==> src/rtl/draw_sprite_pkg.sv <==
// ============================================================================
// Module      : draw_sprite_pkg
// Description : VGA bus layout and shared constants for the sprite draw stage.
// Revision    : 1.0 - initial release
// ============================================================================
`default_nettype none

package draw_sprite_pkg;

    localparam int VGA_HCOUNT_BITS = 11;
    localparam int VGA_VCOUNT_BITS = 11;
    localparam int VGA_RGB_BITS    = 12;

    typedef struct packed {
        logic [VGA_HCOUNT_BITS-1:0] hcount;
        logic [VGA_VCOUNT_BITS-1:0] vcount;
        logic                       hsync;
        logic                       vsync;
        logic                       hblnk;
        logic                       vblnk;
        logic [VGA_RGB_BITS-1:0]    rgb;
    } vga_bus_t;

    localparam int VGA_BUS_SIZE = $bits(vga_bus_t);

    // Visible area of the 1024x768 mode; positions outside it never draw.
    localparam int SCREEN_W = 1024;
    localparam int SCREEN_H = 768;

    // Position arithmetic is done 13 bits wide so box edges never wrap.
    localparam int POS_W = 13;

    function automatic logic [POS_W-1:0] pos_ext(input logic [11:0] value);
        return {1'b0, value};
    endfunction

endpackage

`default_nettype wire

==> src/rtl/vga_delay.sv <==
// ============================================================================
// Module      : vga_delay
// Description : Reset-to-zero shift register used to align VGA bus data.
// Revision    : 1.0 - initial release
// ============================================================================
`default_nettype none

module vga_delay #(
    parameter int WIDTH = 1,
    parameter int DEPTH = 1
) (
    input  logic             clk,
    input  logic             rst,
    input  logic [WIDTH-1:0] i_data,
    output logic [WIDTH-1:0] o_data
);

    logic [WIDTH-1:0] r_pipe [DEPTH];

    always_ff @(posedge clk) begin
        if (rst) begin
            for (int i = 0; i < DEPTH; i++) begin
                r_pipe[i] <= '0;
            end
        end else begin
            r_pipe[0] <= i_data;
            for (int i = 1; i < DEPTH; i++) begin
                r_pipe[i] <= r_pipe[i-1];
            end
        end
    end

    assign o_data = r_pipe[DEPTH-1];

endmodule

`default_nettype wire

==> src/rtl/draw_sprite.sv <==
// ============================================================================
// Module      : draw_sprite
// Description : VGA-bus sprite overlay with colour keying and ROM alignment.
//               Optional horizontal flip enabled by defining SPRITE_MIRROR_EN.
// Revision    : 1.0 - initial release
// ============================================================================
`default_nettype none

module draw_sprite
    import draw_sprite_pkg::*;
#(
    parameter int          SPRITE_W    = 64,
    parameter int          SPRITE_H    = 64,
    parameter int          ADDR_W      = 12,
    parameter int          ROM_LATENCY = 1,
    parameter logic [11:0] COLOR_KEY   = 12'hF0F
) (
    input  logic                    pclk,
    input  logic                    rst,
    input  logic [VGA_BUS_SIZE-1:0] vga_in,
    input  logic [11:0]             xpos,
    input  logic [11:0]             ypos,
    input  logic                    sprite_en,
`ifdef SPRITE_MIRROR_EN
    input  logic                    mirror,
`endif
    input  logic [11:0]             rgb_pixel,
    output logic [ADDR_W-1:0]       pixel_addr,
    output logic [VGA_BUS_SIZE-1:0] vga_out
);

    localparam int c_MUL_W = 24;
    localparam int c_DLY_W = VGA_BUS_SIZE + 1;

    vga_bus_t             w_bus_in;
    logic [11:0]          r_xpos;
    logic [11:0]          r_ypos;
    logic                 r_en;
    logic                 r_vblnk_prev;
    logic                 w_vblnk_rise;

    logic [POS_W-1:0]     w_h;
    logic [POS_W-1:0]     w_v;
    logic [POS_W-1:0]     w_x;
    logic [POS_W-1:0]     w_y;
    logic [POS_W-1:0]     w_col_raw;
    logic [POS_W-1:0]     w_col;
    logic [POS_W-1:0]     w_row;
    logic                 w_on_screen;
    logic                 w_in_box;
    logic [ADDR_W-1:0]    w_addr;

    logic                 r_in_box;
    vga_bus_t             r_bus1;
    logic [c_DLY_W-1:0]   w_dly_in;
    logic [c_DLY_W-1:0]   w_dly_out;
    logic                 w_in_box_d;
    vga_bus_t             w_bus_d;
    vga_bus_t             r_out;

    assign w_bus_in     = vga_in;
    assign w_vblnk_rise = w_bus_in.vblnk & ~r_vblnk_prev;

    // The edge detector resets high so a reset released inside vblank is not
    // mistaken for a fresh vblank rise.
    always_ff @(posedge pclk) begin
        if (rst) begin
            r_xpos       <= '0;
            r_ypos       <= '0;
            r_en         <= 1'b0;
            r_vblnk_prev <= 1'b1;
        end else begin
            r_vblnk_prev <= w_bus_in.vblnk;
            if (w_vblnk_rise) begin
                r_xpos <= xpos;
                r_ypos <= ypos;
                r_en   <= sprite_en;
            end
        end
    end

    assign w_h = {2'b00, w_bus_in.hcount};
    assign w_v = {2'b00, w_bus_in.vcount};
    assign w_x = pos_ext(r_xpos);
    assign w_y = pos_ext(r_ypos);

    assign w_on_screen = (r_xpos < 12'(SCREEN_W)) && (r_ypos < 12'(SCREEN_H));

    assign w_in_box = r_en && w_on_screen && !w_bus_in.hblnk && !w_bus_in.vblnk
                   && (w_h >= w_x) && (w_h < w_x + POS_W'(SPRITE_W))
                   && (w_v >= w_y) && (w_v < w_y + POS_W'(SPRITE_H));

    assign w_col_raw = w_h - w_x;
    assign w_row     = w_v - w_y;

`ifdef SPRITE_MIRROR_EN
    logic r_mirror;

    always_ff @(posedge pclk) begin
        if (rst) begin
            r_mirror <= 1'b0;
        end else if (w_vblnk_rise) begin
            r_mirror <= mirror;
        end
    end

    assign w_col = r_mirror ? (POS_W'(SPRITE_W - 1) - w_col_raw) : w_col_raw;
`else
    assign w_col = w_col_raw;
`endif

    assign w_addr = ADDR_W'(c_MUL_W'(w_row) * c_MUL_W'(SPRITE_W) + c_MUL_W'(w_col));

    always_ff @(posedge pclk) begin
        if (rst) begin
            r_in_box   <= 1'b0;
            r_bus1     <= '0;
            pixel_addr <= '0;
        end else begin
            r_in_box <= w_in_box;
            r_bus1   <= w_bus_in;
            if (w_in_box) begin
                pixel_addr <= w_addr;
            end
        end
    end

    // Hold the bus and hit flag until the ROM data for this pixel arrives.
    assign w_dly_in = {r_in_box, r_bus1};

    vga_delay #(
        .WIDTH (c_DLY_W),
        .DEPTH (ROM_LATENCY)
    ) u_align (
        .clk    (pclk),
        .rst    (rst),
        .i_data (w_dly_in),
        .o_data (w_dly_out)
    );

    assign w_in_box_d = w_dly_out[c_DLY_W-1];
    assign w_bus_d    = w_dly_out[VGA_BUS_SIZE-1:0];

    always_ff @(posedge pclk) begin
        if (rst) begin
            r_out <= '0;
        end else begin
            r_out <= w_bus_d;
            if (w_in_box_d && (rgb_pixel != COLOR_KEY)) begin
                r_out.rgb <= rgb_pixel;
            end
        end
    end

    assign vga_out = r_out;

endmodule

`default_nettype wire

==> config.mk <==
export PLATFORM = sky130hd
export DESIGN_NAME = draw_sprite
export DESIGN_NICKNAME = d
export VERILOG_FILES = /design/src/rtl/draw_sprite_pkg.sv /design/src/rtl/vga_delay.sv /design/src/rtl/draw_sprite.sv
export SDC_FILE = /design/constraint.sdc
export NUM_CORES = 1
export LEC_CHECK = 0
export CORE_ASPECT_RATIO = 2
export CORE_UTILIZATION = 40
export CTS_BUF_LIST = sky130_fd_sc_hd__clkbuf_8
export DETAILED_ROUTE_END_ITERATION = 8
export PLACE_DENSITY = 0.64
export SLEW_MARGIN = 40
export SYNTH_ARGS = -nofsm -noshare
export SYNTH_HDL_FRONTEND = slang
export SYNTH_SLANG_ARGS = --single-unit
export TNS_END_PERCENT = 5
==> constraint.sdc <==
create_clock -name pclk -period 3.2 [get_ports pclk]
set_clock_uncertainty 0.1 [all_clocks]
set_input_delay 0.48 -clock pclk [delete_from_list [all_inputs] [get_ports pclk]]
set_output_delay 0.48 -clock pclk [all_outputs]
set_load 0.02 [all_outputs]
==> metrics.txt, run 1 <==
Leakage 3.35 nW; Synth async-reset ratio 0%; Placer Congestion 0.872; mux cell area share after synthesis 3.02%; WL/cell 13.3 µm; Mapped Area 0.00630 mm²; Critical R2R Launch r_xpos[8]$_SDFFE_PP0P_; clk sinks 154; slew at the pin closest to its max-slew limit 0.635 ns; Post-Syn Nets 774; DRT Pass-1 Iters 4; clock buffer depth 2; Peak VDD IR 0.302 mV; Power Density 484 mW/mm²; dpl hpwl 10300 µm; Yosys reg bits 154; FILL cells 1443; Starting Density 41.0%; layout net count 926; Vias per Instance 4.63; largest net degree at the start of global routing 62; Power, Total 4.07 mW; Clock transition at path regs 0.09 ns; ANT nets after route 0; post-cts hold buffer count 0; MaxCap Viol Count 0; sequential-to-total area share from yosys stat 48.9%; critical path type input pin to flip-flop; Crit Path Max Fanout 3; CTS buffer count 17; Syn Area/Cell 9.83 µm²; die span in y 179 µm; Root Driver clkbuf_8; XOR/XNOR share of the synthesized area 2.78%; CTS tree yes; vias in the first global route 4767; Total GRT Usage 17.3%; Highest Clock Rate 0.319 GHz; Ports 127; Post-synth top flop dfxtp_1; setup violators final 0; EDFF count, synth 0; Core ar. 0.0154 mm²; max_slew headroom 57.7%; hold crit path type flip-flop to flip-flop; Finished Core Util 54.7%; layout cells sized above 1 11.7%; critical path arrival 3.37 ns; commonest cells after routing, fill and taps aside dfxtp_1, clkdlybuf4s50_1, nor2b_1; first-pass GRT wire length 21900 µm; Max Slew Vio Count 0; Tcrit/Tclk final 98.1%; Synth cell types 49; total grt overflow 0; Post-Synth Simple-Gate Area 19.0%; commonest non-fill, non-tap cell in the layout dfxtp_1; Die Width 90.8 µm; number of antenna diodes 0; drt drc 0; Area Growth Syn to Fin 33.6%; Critical path origin vga_in[16]; HP Start u_align.r_pipe[0][32]$_SDFF_PP0_; CP required 3.43 ns; status finished clean; Initial DRC Count 119; minimum setup slack in the final design 0.0615 ns; RSZ-0062 raised after global routing true; yosys warns 0; largest family of logic cells by synthesized area simple AND/OR/NAND/NOR gates; Worst Setup Start Kind input pin; via count 4648; PortBufs 126; Post-Synthesis Cells 641; H-Tree Depth 4; adder-cell share of the synthesized area 12.5%; initial antenna violation count 0; CP endpoint kind flip-flop; Setup Slack @ Placement -0.703 ns; Routed WL 13400 µm; Hold Worst Slack 0.338 ns; Final Hold Vio Count 0; row cnt 64; Compound-Gate Fraction of Synth Area 9.11%; Skew-Pair Late Insertion Delay 0.45 ns; post-route minimum period 3.14 ns; die area 0.0163 mm²
## layout make-up
| class | instances | area, µm² | share of cell area (%) |
|---|---|---|---|
| flip-flops and latches | 154 | 3080 | 36.6 |
| multi-input cells | 412 | 3010 | 35.7 |
| clock inverters | 15 | 135 | 1.61 |
| inverters | 50 | 188 | 2.23 |
| clock buffers | 17 | 234 | 2.78 |
| well taps | 198 | 248 | 2.94 |
| repair buffers | 158 | 1520 | 18.1 |
## worst max-delay path: stages
cell             delay (ns)
clkdlybuf4s50_1        0.46
inv_1                  0.07
ha_2                   0.20
fa_2                   0.36
nand2b_1               0.17
a21oi_2                0.17
xnor2_1                0.15
fa_1                   0.44
inv_1                  0.11
ha_4                   0.22
a21oi_2                0.12
o21ai_1                0.09
xnor2_1                0.13
mux2i_1                0.14
nor2_1                 0.05
## registers in the layout, summed over array words and instances (netlist names)
signal and flops:
u_align.r_pipe 39, r_bus1 38, vga_out 38, pixel_addr 12, r_xpos 12, r_ypos 12
r_en 1, r_in_box 1, r_vblnk_prev 1
## kinds of logic after synthesis
kind of cell | count (synthesis)
adder cells (fa/ha/maj) | 56
AO/OA/AOI/OAI | 88
multiplexers | 19
XOR/XNOR | 20
AND/OR/NAND/NOR | 229
flip-flops | 154
buffers and inverters | 75
## stage by stage
step                      cells  setup TNS (ns)  cell area (µm²)
after floorplan             641               0             6300
after global placement      972           -2.72             7980
after detailed placement    972           -3.47             7980
after CTS                  1004               0             8360
after global routing       1004         -0.0714             8420
final                      1004               0             8420
## what timing repair did
action | in CTS | in global routing
resized for setup | 6 | 10
pin swaps | 0 | 3
hold endpoints to repair | 0 | 0
setup endpoints to repair | 3 | 4
setup buffers | 0 | 0
## synth_stat cells, types with 2 or more instances
cell       instances  area [µm²]
a21boi_0           2        15.0
nor3_1             5        25.0
a21o_1             5        37.5
xor2_1             3        26.3
a21oi_1           45         225
nand2_1           61         229
buf_1              4        15.0
mux2i_1           19         190
inv_1             49         184
o21bai_1           2        15.0
nor4b_1            2        17.5
ha_1              44         551
o31ai_2            2        25.0
a31oi_1            3        18.8
a211oi_2           3        37.5
nand4b_1           2        17.5
a2111oi_0          2        17.5
xnor2_1           17         149
nand2b_1           4        25.0
clkbuf_1          20        75.1
fa_1              12         240
a211oi_1           2        15.0
nor2_2             3        18.8
o21ai_0            9        45.0
dfxtp_1          154        3080
nand3_1            8        40.0
o31ai_1            2        15.0
nor2b_1           96         601
nor2_1            41         154
## power by group
part | leakage [nW] | switching (mW) | internal [mW] | total (mW)
sequential | 1.26 | 0.0214 | 1.98 | 2.00
combinational | 1.90 | 0.338 | 0.381 | 0.719
clock | 0.187 | 0.785 | 0.565 | 1.35
## layer usage
layer	routed length, µm	vias up	global-route usage [%]
met2	7450	102	33.0
met1	5080	2141	16.9
li1	-	2382	-
met3	412	23	3.76
met4	404	0	8.97
met5	0	-	0
## worst paths after layout
kind	endpoint	slack, ns	cells after the start
max reg2reg	pixel_addr[11]$_SDFFE_PP0P_	0.20	11
min	vga_out[32]$_SDFF_PP0_	0.34	1
min reg2reg	vga_out[32]$_SDFF_PP0_	0.34	1
max	pixel_addr[11]$_SDFFE_PP0P_	0.06	15
No activity file was read; power rests on OpenSTA's default activity.
==> inputs of run 2 (changes only) <==
--- a/config.mk
+++ b/config.mk
@@ -10,6 +10,7 @@
 export CTS_BUF_LIST = sky130_fd_sc_hd__clkbuf_8
 export DETAILED_ROUTE_END_ITERATION = 8
 export PLACE_DENSITY = 0.64
+export SETUP_SLACK_MARGIN = 0.5
 export SLEW_MARGIN = 40
 export SYNTH_ARGS = -nofsm -noshare
 export SYNTH_HDL_FRONTEND = slang
==> run 2 against run 1 <==
Core utilization grew 1.7 points. Critical path depth fell by 2. Largest power group unchanged. Via count hardly changed. Clock power increased by 12%. Non-clock buffer count rose by 1.
==> metrics.txt, run 2 (synthesis results as in run 1) <==
status finished clean; via count 4646; die span in y 179 µm; dpl hpwl 10300 µm; Vias per Instance 4.62; area of the multi-input gates 0.00316 mm²; Initial DRC Count 71; Reg with most FFs u_align.r_pipe; commonest cells after routing, fill and taps aside dfxtp_1, clkdlybuf4s50_1, nor2b_1; Crit Path Max Fanout 3; layout net count 927; Tcrit/Tclk final 91.0%; max reg flops 39; Hold Worst Slack 0.327 ns; CP required 3.39 ns; Final Hold Vio Count 0; initial antenna violation count 0; hold crit path type input pin to flip-flop; post-cts hold buffer count 0; minimum setup slack in the final design 0.289 ns; Setup Slack @ Placement -0.415 ns; PortBufs 126; post-route minimum period 2.91 ns; row cnt 64; CTS tree yes; RSZ-0062 raised after global routing true; FILL cells 1371; Ports 127; Skew-Pair Late Insertion Delay 0.44 ns; Root Driver clkbuf_8; Power, Total 4.26 mW; critical path type flip-flop to flip-flop; Total GRT Usage 17.7%; Peak VDD IR 0.257 mV; Finished Core Util 56.4%; MaxCap Viol Count 0; CP endpoint kind flip-flop; layout cells sized above 1 15.0%; slew at the pin closest to its max-slew limit 0.631 ns; FF+latch area 0.00310 mm²; Leakage 3.41 nW; clock buffer depth 2; CTS buffer count 17; max_slew headroom 57.9%; Highest Clock Rate 0.344 GHz; Core ar. 0.0154 mm²; total grt overflow 0; H-Tree Depth 4; commonest non-fill, non-tap cell in the layout dfxtp_1; number of antenna diodes 0; Max Slew Vio Count 0; DRT Pass-1 Iters 4; Area Growth Syn to Fin 37.7%; ANT nets after route 0; Power Density 491 mW/mm²; drt drc 0; setup violators final 0; Die Width 90.8 µm; Starting Density 41.0%; Placer Congestion 0.870; first-pass GRT wire length 22500 µm; critical path arrival 3.10 ns; Clock transition at path regs 0.09 ns; die area 0.0163 mm²; Worst Setup Start Kind flip-flop; clk sinks 154; largest net degree at the start of global routing 83; WL/cell 13.7 µm; vias in the first global route 4860; Routed WL 13800 µm
## run 2: area by class of cell
type                       count  share of cell area [%]
timing repair buffer         159                    18.0
clock inverter                15                    2.11
clock buffer                  17                    2.70
multi-input combinational    412                    36.5
tap                          198                    2.86
inverter                      50                    2.16
sequential                   154                    35.7
## run 2: path summary, 6_finish.rpt
path | slack [ns] | to | depth (start not counted) | startpoint
min reg2reg | 0.33 | u_align.r_pipe[0][19]$_SDFF_PP0_ | 1 | r_bus1[19]$_SDFF_PP0_
max reg2reg | 0.29 | pixel_addr[10]$_SDFFE_PP0P_ | 13 | r_ypos[0]$_SDFFE_PP0P_
max | 0.29 | pixel_addr[10]$_SDFFE_PP0P_ | 13 | r_ypos[0]$_SDFFE_PP0P_
min | 0.33 | r_bus1[18]$_SDFF_PP0_ | 2 | vga_in[18]
## run 2: power by group
part / switching, mW / internal (mW)
clock network: 0.782 / 0.726
registers: 0.0234 / 1.98
logic: 0.352 / 0.397
## run 2: routing by layer
layer | vias up | global-route usage [%] | routed length [µm]
li1 | 2387 | - | -
met1 | 2113 | 16.2 | 4830
met2 | 112 | 35.1 | 8040
met3 | 34 | 3.60 | 377
met4 | 0 | 9.29 | 549
met5 | - | 0 | 0
## run 2: what timing repair did
| action | in CTS | in global routing |
|---|---|---|
| gates resized for setup | 34 | 8 |
| buffers inserted | 3 | 3 |
| cloned | 1 | 0 |
| hold endpoints to repair | 0 | 0 |
| pin swaps | 15 | 9 |
| setup endpoints to repair | 12 | 13 |
## run 2: worst max-delay path: stages (launching register included)
cell and delay (ns):
dfxtp_2 0.35, ha_4 0.16, fa_2 0.36, xor2_2 0.19, fa_1 0.52, inv_2 0.05, ha_4 0.22, a21oi_2 0.12
o21ai_2 0.08, a21o_1 0.17, a21oi_2 0.16, xnor2_1 0.08, mux2i_1 0.15, nor2_1 0.06
## run 2: through the flow
| stage | TNS (ns) | instance area [µm²] | std cells |
|---|---|---|---|
| global placement | -1.67 | 8010 | 966 |
| finish | 0 | 8680 | 1005 |
| CTS | 0 | 8600 | 1002 |
| global route | 0 | 8680 | 1005 |
| detailed placement | -2.40 | 8010 | 966 |
| floorplan | 0 | 6380 | 641 |
==> inputs of run 3 (changes only) <==
--- a/config.mk
+++ b/config.mk
@@ -6,6 +6,7 @@
 export NUM_CORES = 1
 export LEC_CHECK = 0
 export CORE_ASPECT_RATIO = 2
+export CORE_MARGIN = 2
 export CORE_UTILIZATION = 40
 export CTS_BUF_LIST = sky130_fd_sc_hd__clkbuf_8
 export DETAILED_ROUTE_END_ITERATION = 8
==> run 3 against run 2 <==
Clock power fell by 6%. Clock-buffer cell count stayed put. Highest routed layer unchanged. Cell count increased by 0.70%. Via count up 1.9%. Critical path depth rose by 1. Non-clock buffer count rose by 7. Largest cell class is now sequential cells. Wire length is 1.2% higher. Global-route usage down 0.43 points.
==> metrics.txt, run 3 (synthesis results as in run 1) <==
status finished clean; die area 0.0168 mm²; setup violators final 0; layout cells sized above 1 14.7%; max reg flops 39; first-pass GRT wire length 22500 µm; Leakage 3.42 nW; Tcrit/Tclk final 94.1%; fin area 0.00864 mm²; crit path capture pixel_addr[10]$_SDFFE_PP0P_; Root Driver clkbuf_8; commonest cells after routing, fill and taps aside dfxtp_1, clkdlybuf4s50_1, nor2b_1; Die Width 92.8 µm; Highest Clock Rate 0.332 GHz; placed instance area 0.00804 mm²; Peak VDD IR 0.271 mV; reg2reg path depth 13; Crit Path Max Fanout 3; clock buffer depth 2; Worst Setup Start Kind input pin; Ports 127; commonest non-fill, non-tap cell in the layout dfxtp_1; layout net count 934; Reg with most FFs u_align.r_pipe; Fin Setup TNS 0 ns; hold crit path type flip-flop to flip-flop; Initial DRC Count 102; dpl hpwl 10500 µm; CP required 3.43 ns; Core ar. 0.0154 mm²; RR Endpoint pixel_addr[10]$_SDFFE_PP0P_; die span in y 181 µm; Total GRT Usage 17.2%; max_slew headroom 67.3%; CP endpoint kind flip-flop; number of antenna diodes 0; slew at the pin closest to its max-slew limit 0.490 ns; Area Growth Syn to Fin 37.1%; CTS tree yes; drt drc 0; H-Tree Depth 4; ANT nets after route 0; critical path type input pin to flip-flop; Routed WL 14000 µm; HP Start r_bus1[9]$_SDFF_PP0_; DRT Pass-1 Iters 4; Power Density 480 mW/mm²; vias in the first global route 4924; Critical path origin vga_in[17]; post-placement cell count 969; PortBufs 126; RSZ-0062 raised after global routing true; Starting Density 41.0%; Final Hold Vio Count 0; clk sinks 154; WL/cell 13.8 µm; Max Slew Vio Count 0; Placer Congestion 0.879; FF-to-FF setup slack 0.23 ns; Non-Filler Instances 1012; CTS buffer count 17; Skew-Pair Late Insertion Delay 0.45 ns; Vias per Instance 4.68; largest net degree at the start of global routing 80; critical path arrival 3.24 ns; post-route minimum period 3.01 ns; via count 4733; MaxCap Viol Count 0; initial antenna violation count 0; Critical R2R Launch r_ypos[0]$_SDFFE_PP0P_; row cnt 64; Clock transition at path regs 0.08 ns; total grt overflow 0; Hold Worst Slack 0.332 ns; post-cts hold buffer count 0
## run 3: power by group
group | internal [mW] | switching, mW | leakage (nW) | total, mW
clock | 0.645 | 0.771 | 0.195 | 1.42
sequential | 1.98 | 0.0222 | 1.27 | 2.00
combinational | 0.383 | 0.342 | 1.95 | 0.725
total | 3.01 | 1.14 | 3.42 | 4.14
## run 3: worst min-delay path by stage
stage / to / cells past startpoint
floorplan: u_align.r_pipe[0][0]$_SDFF_PP0_ / 1
global placement: u_align.r_pipe[0][32]$_SDFF_PP0_ / 1
detailed placement: vga_out[30]$_SDFF_PP0_ / 1
CTS: vga_out[2]$_SDFF_PP0_ / 2
global route: r_bus1[34]$_SDFF_PP0_ / 2
finish: u_align.r_pipe[0][9]$_SDFF_PP0_ / 1
## run 3: worst max-delay path: stages
cell and delay [ns]:
clkdlybuf4s50_1 0.48, inv_1 0.07, fa_2 0.37, xor2_2 0.17, fa_1 0.55, inv_2 0.05, ha_4 0.22, a21oi_2 0.15
o21ai_2 0.08, a21o_1 0.17, a21oi_2 0.13, xnor2_1 0.09, mux2i_1 0.16, nor2_1 0.07
## run 3: cell type report
type / count / area [µm²]
tap: 198 / 248
multi-input combinational: 412 / 3100
inverter: 50 / 188
clock buffer: 17 / 234
sequential: 154 / 3100
timing repair buffer: 166 / 1610
fill: 1393 / 6740
clock inverter: 15 / 159
## run 3: metal layers
metal  up-vias  global-route usage [%]  part of all wire, %
met1      2172                    15.8                   36
li1       2401                       -                    -
met4         0                    8.00                  3.0
met2       128                    34.0                   58
met3        32                    4.48                  3.9
met5         -                       0                    0
## run 3: per-stage QoR
stage | power, mW | util (%) | setup WS [ns]
2_1_floorplan | 2.45 | - | 0.256
3_3_place_gp | 2.72 | 52.2 | -0.311
3_5_place_dp | 2.75 | 52.3 | -0.432
4_1_cts | 4.20 | 55.9 | 0.231
5_1_grt | 4.37 | 56.2 | 0.0766
6_report | 4.14 | 56.2 | 0.189
## run 3: what timing repair did
| action | 4_1_cts | 5_1_grt |
|---|---|---|
| endpoints found under the setup margin | 13 | 13 |
| gates cloned | 1 | 0 |
| pin swaps | 13 | 3 |
| gates resized for setup | 26 | 3 |
| hold endpoints to repair | 0 | 0 |
| buffers inserted | 6 | 4 |
